File: src/rtl/dff_pipe.sv
// Elastic register pipeline: DEPTH stages of WIDTH-bit data with per-stage valid bits,
// valid/ready on both sides, bubble collapse under backpressure, and a synchronous flush.
module dff_pipe #(
   parameter int                 WIDTH   = 8,
   parameter int                 DEPTH   = 4,
   parameter logic [WIDTH-1:0]   RST_VAL = '0,
   localparam int                CNTW    = $clog2(DEPTH + 1)
) (
   input  logic              i_clk,
   input  logic              i_rst,
   input  logic              i_valid,
   input  logic [WIDTH-1:0]  i_data,
   output logic              o_ready,
   output logic              o_valid,
   output logic [WIDTH-1:0]  o_data,
   input  logic              i_ready,
   input  logic              i_flush,
   output logic [CNTW-1:0]   o_cnt
);

   logic [DEPTH-1:0]  valid_q;
   logic [DEPTH-1:0]  valid_d;
   logic [WIDTH-1:0]  data_q [DEPTH];
   logic [WIDTH-1:0]  data_d [DEPTH];
   logic [CNTW-1:0]   cnt_q;
   logic [CNTW-1:0]   cnt_d;
   logic [DEPTH-1:0]  stage_rdy;
   logic              take_in;
   logic              take_out;

   // A stage may advance when it is empty or anything downstream of it can move.
   // Built as a running OR from the output side so no vector feeds back on itself.
   always_comb begin
      logic acc;
      acc = i_ready;
      stage_rdy = '0;
      for (int k = DEPTH - 1; k >= 0; k--) begin
         acc          = acc | ~valid_q[k];
         stage_rdy[k] = acc;
      end
   end

   assign o_ready  = stage_rdy[0] & ~i_flush;
   assign o_valid  = valid_q[DEPTH-1];
   assign o_data   = data_q[DEPTH-1];
   assign o_cnt    = cnt_q;

   assign take_in  = i_valid & o_ready;
   assign take_out = valid_q[DEPTH-1] & i_ready;

   always_comb begin
      valid_d = valid_q;
      data_d  = data_q;
      for (int k = DEPTH - 1; k >= 1; k--) begin
         if (stage_rdy[k]) begin
            valid_d[k] = valid_q[k-1];
            if (valid_q[k-1]) begin
               data_d[k] = data_q[k-1];
            end
         end
      end
      if (stage_rdy[0]) begin
         valid_d[0] = i_valid;
         if (i_valid) begin
            data_d[0] = i_data;
         end
      end
      cnt_d = cnt_q + CNTW'(take_in) - CNTW'(take_out);
   end

   // Flush drops valid bits only; data registers keep their contents.
   always_ff @(posedge i_clk) begin
      if (i_rst) begin
         valid_q <= '0;
         cnt_q   <= '0;
         for (int k = 0; k < DEPTH; k++) begin
            data_q[k] <= RST_VAL;
         end
      end else if (i_flush) begin
         valid_q <= '0;
         cnt_q   <= '0;
      end else begin
         valid_q <= valid_d;
         data_q  <= data_d;
         cnt_q   <= cnt_d;
      end
   end

endmodule

File: config.mk
export PLATFORM = sky130hd
export DESIGN_NAME = dff_pipe
export DESIGN_NICKNAME = d
export VERILOG_FILES = /design/src/rtl/dff_pipe.sv
export SDC_FILE = /design/constraint.sdc
export NUM_CORES = 1
export LEC_CHECK = 0
export BUFFER_PORTS_ARGS = -buffer_cell sky130_fd_sc_hd__buf_2
export CORE_UTILIZATION = 45
export CTS_BUF_LIST = sky130_fd_sc_hd__clkbuf_4
export DETAILED_ROUTE_END_ITERATION = 8
export PLACE_DENSITY = 0.72
export SLEW_MARGIN = 20
export SYNTH_ARGS = -nofsm -noshare
export SYNTH_HDL_FRONTEND = slang
export SYNTH_SLANG_ARGS = --single-unit
export TNS_END_PERCENT = 10
File: constraint.sdc
create_clock -name i_clk -period 5.1 [get_ports i_clk]
set_input_delay 0.51 -clock i_clk [delete_from_list [all_inputs] [get_ports i_clk]]
set_output_delay 0.51 -clock i_clk [all_outputs]
set_load 0.01 [all_outputs]
==> run metrics, run 1 <==
status=complete, no violations; Final Max Tran Viols=0; Worst R2R Start=valid_q[3]; highest fanout seen on the critical path=12; vias in the first global route=1108; DP HPWL=1.99 mm; CP peak stage delay=0.54 ns; HP Class=in2reg; dominant cell type by area after synthesis=dfxtp_1; Synth Register Bits=39; top area cells in the synthesized netlist=dfxtp_1 46%, nand2b_1 7.7%, a21oi_1 7.6%; Avg Cell Area, Syn=8.96 µm²; Total GRT Usage=16.0%; first-pass GRT wire length=5.02 mm; Clock Path Buffers=2; Resize count post-CTS=0; actual slew at the worst max-slew pin=0.694 ns; CTS root buf=clkbuf_4; clock sink total=39; routability congestion estimate=0.709; peak supply drop=0.000273 V; Highest Clock Rate=376 MHz; die footprint=0.00403 mm²; R2R depth=11; setup bufs post-CTS=0; Finished Layout Cells=247; layout cell share with drive strength beyond 1=17.9%; I/O pin count=26; Clock Latency Late Sink=0.35 ns; TritonCTS clock tree=done; row count=21; syn nets=206; Area Overhead vs Synth=7.27%; Post-CTS Hold Buffers=0; pwr/cell area=296 mW/mm²; crit-path cells=and4b_4 -> a21oi_2 -> inv_2 -> ha_1 -> inv_1 -> ha_1 -> inv_1 -> fa_1 -> xor2_1 -> xnor2_1 -> nor3_1; critical path type=reg2reg; EDFF count, synth=0; top-area cell type share of the netlist area=45.8%; critical path capture point type=flip-flop; predominant post-synthesis flop cell=dfxtp_1; pin count of the biggest net entering global routing=45; total grt overflow=0; Num CTS Buffers=5; Core Box Area=0.00347 mm²; critical path startpoint category=flip-flop; # setup viols final=0; Clock transition at path regs=0.11 ns; Syn Std Cell Area=0.00170 mm²; setup TNS=0 ns; FILL cells=358; Final Hold Vio Count=0; Pleak=0.000679 µW; residual DRC count=0; Slowest cell on crit path=a21oi_2; Vias=1237; final net count=216; placed cell count=239; Worst Hold Path EP=data_q[28]; delay-heaviest family, CP=adder cells; Synth Instances=190; Hold Crit Start=i_data[4]; initial antenna violation count=0; max cap viols=0; Die Y=63.5 µm; Yosys warning total=0; wire per inst=12.0 µm; Hold Path Cell Cnt=3; FF-to-FF End=o_cnt[2]; Crit path buffers/inverters=3; I/O Buffers=25; number of library cell types mapped by synthesis=27; Layout Skew=0.00639 ns; RSZ-0062 raised after global routing=false; Routed Wire Length=2.97 mm; DRT antenna net count=0; number of diodes=0; Seq/Total Area, Yosys=45.8%; CP arrival=2.87 ns; Period minus WS final=2.66 ns; drt initial violations=61; Starting Density=49.1%; Required @ worst endpoint=5.32 ns; DR vias/cell=5.01; H-tree depth=2; async set-or-reset flop fraction in the synthesized netlist=0%; period utilization=52.1%; DRT Pass-1 Iters=4; register-to-register setup slack=2.44 ns; Slew headroom=53.7%; width of the die=63.5 µm
-- sequential cells by signal, indices dropped and copies added (netlist names) --
register,count
data_q,24
o_cnt,3
o_data,8
valid_q,4
-- power by group --
group | switching [µW] | total (µW) | internal (µW)
Clock | 101 | 202 | 101
Combinational | 15.1 | 27.5 | 12.4
Sequential | 2.91 | 312 | 309
-- worst max path at each step --
stage | from | endpoint | slack [ns] | cells past startpoint
final | valid_q[3] | o_cnt[2] | 2.44 | 11
after global routing | valid_q[3] | o_cnt[2] | 2.20 | 11
after CTS | valid_q[3] | o_cnt[2] | 2.43 | 11
after detailed placement | i_ready | o_cnt[2] | 2.22 | 12
after global placement | i_ready | o_cnt[2] | 2.26 | 12
after floorplan | i_flush | o_cnt[2] | 2.68 | 13
-- final cells by class --
type	instances	area, µm²	area share, %
inverters	3	11.3	0.616
clock inverters	3	38.8	2.12
clock buffers	5	37.5	2.05
multi-input cells	126	776	42.5
well taps	46	57.6	3.15
flip-flops and latches	39	781	42.7
repair buffers	25	125	6.85
-- metrics by stage --
step                utilization [%]  power [µW]  worst slack [ns]  hold WS (ns)  cell area, µm²
floorplan                         -         338              2.68         0.442            1700
global placement               50.5         346              2.26         0.452            1750
detailed placement             50.5         346              2.22         0.457            1750
CTS                            52.7         546              2.43         0.394            1830
global route                   52.7         563              2.20         0.404            1830
finish                         52.7         541              2.44         0.405            1830
-- per-layer routing --
layer	global-route usage, %	part of all wire [%]	vias up
li1	-	-	665
met1	20.2	51	544
met2	24.5	44	23
met3	4.35	3.4	5
met4	8.52	1.6	0
met5	0	0	-
-- synthesized netlist by cell type, drive strengths merged (2+ instances only) --
cell type / instances
a21oi: 27
and2: 2
buf: 17
clkbuf: 5
dfxtp: 39
ha: 2
inv: 3
mux2i: 8
nand2b: 21
nand3: 24
nor2b: 4
nor3: 3
o21a: 3
o21ai: 24
-- cell usage in the layout, fill, tap and decap left out, types with 2 or more instances in the layout --
cell	netlist	routed
dfxtp_1	39	39
a21oi_1	26	26
buf_2	6	25
nand3_1	24	24
o21ai_1	24	24
nand2b_1	21	21
mux2i_1	8	8
clkbuf_4	0	5
nor2b_1	4	4
o21a_1	3	3
inv_1	2	2
and2_1	2	2
nor3_1	2	2
ha_1	2	2
-- kinds of logic after synthesis --
family | share of synthesized area, %
AOI/OAI and AO/OA | 16.5
and+or+nand+nor | 20.6
buffers and inverters | 8.60
adders and majority gates | 2.64
muxes | 4.70
xor gates and xnor gates | 1.03
DFF | 45.8
-- tightest hold or removal path: cells and delay by family --
family,cells,cell delay (ns)
buffers and inverters,1,0.09
muxes,1,0.06
and+or+nand+nor,1,0.05
Power figures use the tool's default switching activity.
==> run 2: changes to the inputs <==
==> constraint.sdc (replaced) <==
create_clock -name i_clk -period 2.6 [get_ports i_clk]
set_input_delay 0.26 -clock i_clk [delete_from_list [all_inputs] [get_ports i_clk]]
set_output_delay 0.26 -clock i_clk [all_outputs]
set_load 0.01 [all_outputs]
==> run 2 against run 1 <==
Wire length up 3.5%. First-iteration DRC count up 39%. Clock power up 58%. Core utilization up 0.11 points.
==> run metrics, run 2 (synthesized netlist as in run 1, its figures left out) <==
status=complete, no violations; DR vias/cell=5.01 (about the same); TritonCTS clock tree=done; I/O pin count=26 (unchanged); row count=21 (unchanged); CP arrival=2.56 ns (-0.31 ns); peak supply drop=0.000301 V (+9.9%); residual DRC count=0 (unchanged); I/O Buffers=25 (unchanged); max reg flops=24 (unchanged); actual slew at the worst max-slew pin=0.641 ns (-0.0525 ns); Starting Density=49.1% (unchanged); total grt overflow=0 (unchanged); routability congestion estimate=0.712 (+0.41%); Resize count post-CTS=0 (unchanged); Layout Skew=0.00919 ns (+0.00279 ns); met2 Use GR=23.9% (-0.53 points); Final Hold Vio Count=0 (unchanged); DP HPWL=2.14 mm (+7.1%); DRT antenna net count=0 (unchanged); commonest non-fill, non-tap cell in the layout=dfxtp_1; placed cell count=242 (+1.3%); Clock transition at path regs=0.12 ns (about the same); number of diodes=0 (unchanged); Total GRT Usage=16.7% (+0.76 points); met1 Usage GRT=21.9% (+1.7 points); initial antenna violation count=0 (unchanged); Highest Clock Rate=441 MHz (+17%); highest fanout seen on the critical path=12 (unchanged); H-tree depth=2 (unchanged); period utilization=87.2% (+35 points); Required @ worst endpoint=2.89 ns (-2.43 ns); Num CTS Buffers=5 (unchanged); # setup viols final=0 (unchanged); drt initial violations=85 (+39%); total power=987 µW (+82%); critical path capture point type=flip-flop; fin worst setup slack=0.332 ns (-2.11 ns); first-pass GRT wire length=5.15 mm (+2.5%); setup TNS=0 ns (unchanged); Placement Setup Slack=0.291 ns (-1.93 ns); grt met3 use=4.89% (+0.54 points); pwr/cell area=539 mW/mm² (+82%); max cap viols=0 (unchanged); commonest non-fill, non-tap cells in the layout=39 x dfxtp_1, 26 x a21oi_1, 25 x buf_2; Period minus WS final=2.27 ns (-0.390 ns); DRT Pass-1 Iters=4 (unchanged); die footprint=0.00403 mm² (unchanged); Final Max Tran Viols=0 (unchanged); RSZ-0062 raised after global routing=false; HP Class=in2reg; Core Box Area=0.00347 mm² (unchanged); Clock Path Buffers=2 (unchanged); Area Overhead vs Synth=7.49%; vias in the first global route=1135 (+2.4%); wire per inst=12.3 µm (+2.3%); Biggest register=data_q; Post-CTS Hold Buffers=0 (unchanged); critical path startpoint category=flip-flop; Pleak=0.000683 µW (+0.65%); final net count=219 (+1.4%); Finished Layout Cells=250 (+1.2%); critical path type=reg2reg; FILL cells=375 (+4.7%); Die Y=63.5 µm (unchanged); Routed Wire Length=3.07 mm (+3.5%); Slew headroom=57.2% (+3.4 points); layout cell share with drive strength beyond 1=19.6% (+1.7 points); clock sink total=39 (unchanged); grt peak-use layer=met2; CTS root buf=clkbuf_4; fin area=0.00183 mm² (+0.21%); Vias=1253 (+1.3%); Clock Latency Late Sink=0.35 ns (about the same); pin count of the biggest net entering global routing=25 (-44%); width of the die=63.5 µm (unchanged); Placed Area=0.00177 mm² (+1.3%); setup bufs post-CTS=0 (unchanged)
==> run 2: path summary, 6_finish.rpt <==
| path | from | to | slack [ns] | cells after the start |
|---|---|---|---|---|
| worst max register to register | valid_q[2] | o_cnt[2] | 0.33 | 11 |
| worst min-delay path | i_data[1] | data_q[25] | 0.15 | 3 |
| worst min register to register | data_q[27] | data_q[19] | 0.47 | 2 |
| worst max-delay path | valid_q[2] | o_cnt[2] | 0.33 | 11 |
==> run 2: power by group <==
group | switching (µW) | internal, µW | total, µW
registers | 5.56 | 606 | 612
clock network | 204 | 115 | 319
logic | 30.2 | 26.1 | 56.3
total | 240 | 747 | 987
==> run 2: stage by stage <==
stage,util [%],hold slack [ns]
6_report,52.8,0.151
5_1_grt,52.8,0.134
4_1_cts,52.8,0.148
3_5_place_dp,51.1,0.455
3_3_place_gp,51.1,0.452
2_1_floorplan,-,0.408
==> run 2: cell type report <==
class | count | area [µm²] | area share [%]
multi-input cells | 126 | 776 | 42.4
repair buffers | 28 | 148 | 8.07
clock buffers | 6 | 45.0 | 2.46
inverters | 3 | 11.3 | 0.615
clock inverters | 2 | 12.5 | 0.684
well taps | 46 | 57.6 | 3.14
flip-flops and latches | 39 | 781 | 42.7
==> run 2: worst max-delay path, cell delays in order (launching register included) <==
cell and delay [ns]:
dfxtp_1 0.44, and4b_4 0.36, a21oi_2 0.09, inv_2 0.05, ha_1 0.21, inv_1 0.05
ha_1 0.13, inv_1 0.05, fa_1 0.41, xor2_1 0.16, xnor2_1 0.13, nor3_1 0.12
==> run 2: per-layer routing <==
metal,vias to the layer above,routed length [µm]
li1,673,-
met1,549,1570
met2,24,1320
met3,7,117
met4,0,74
met5,-,0
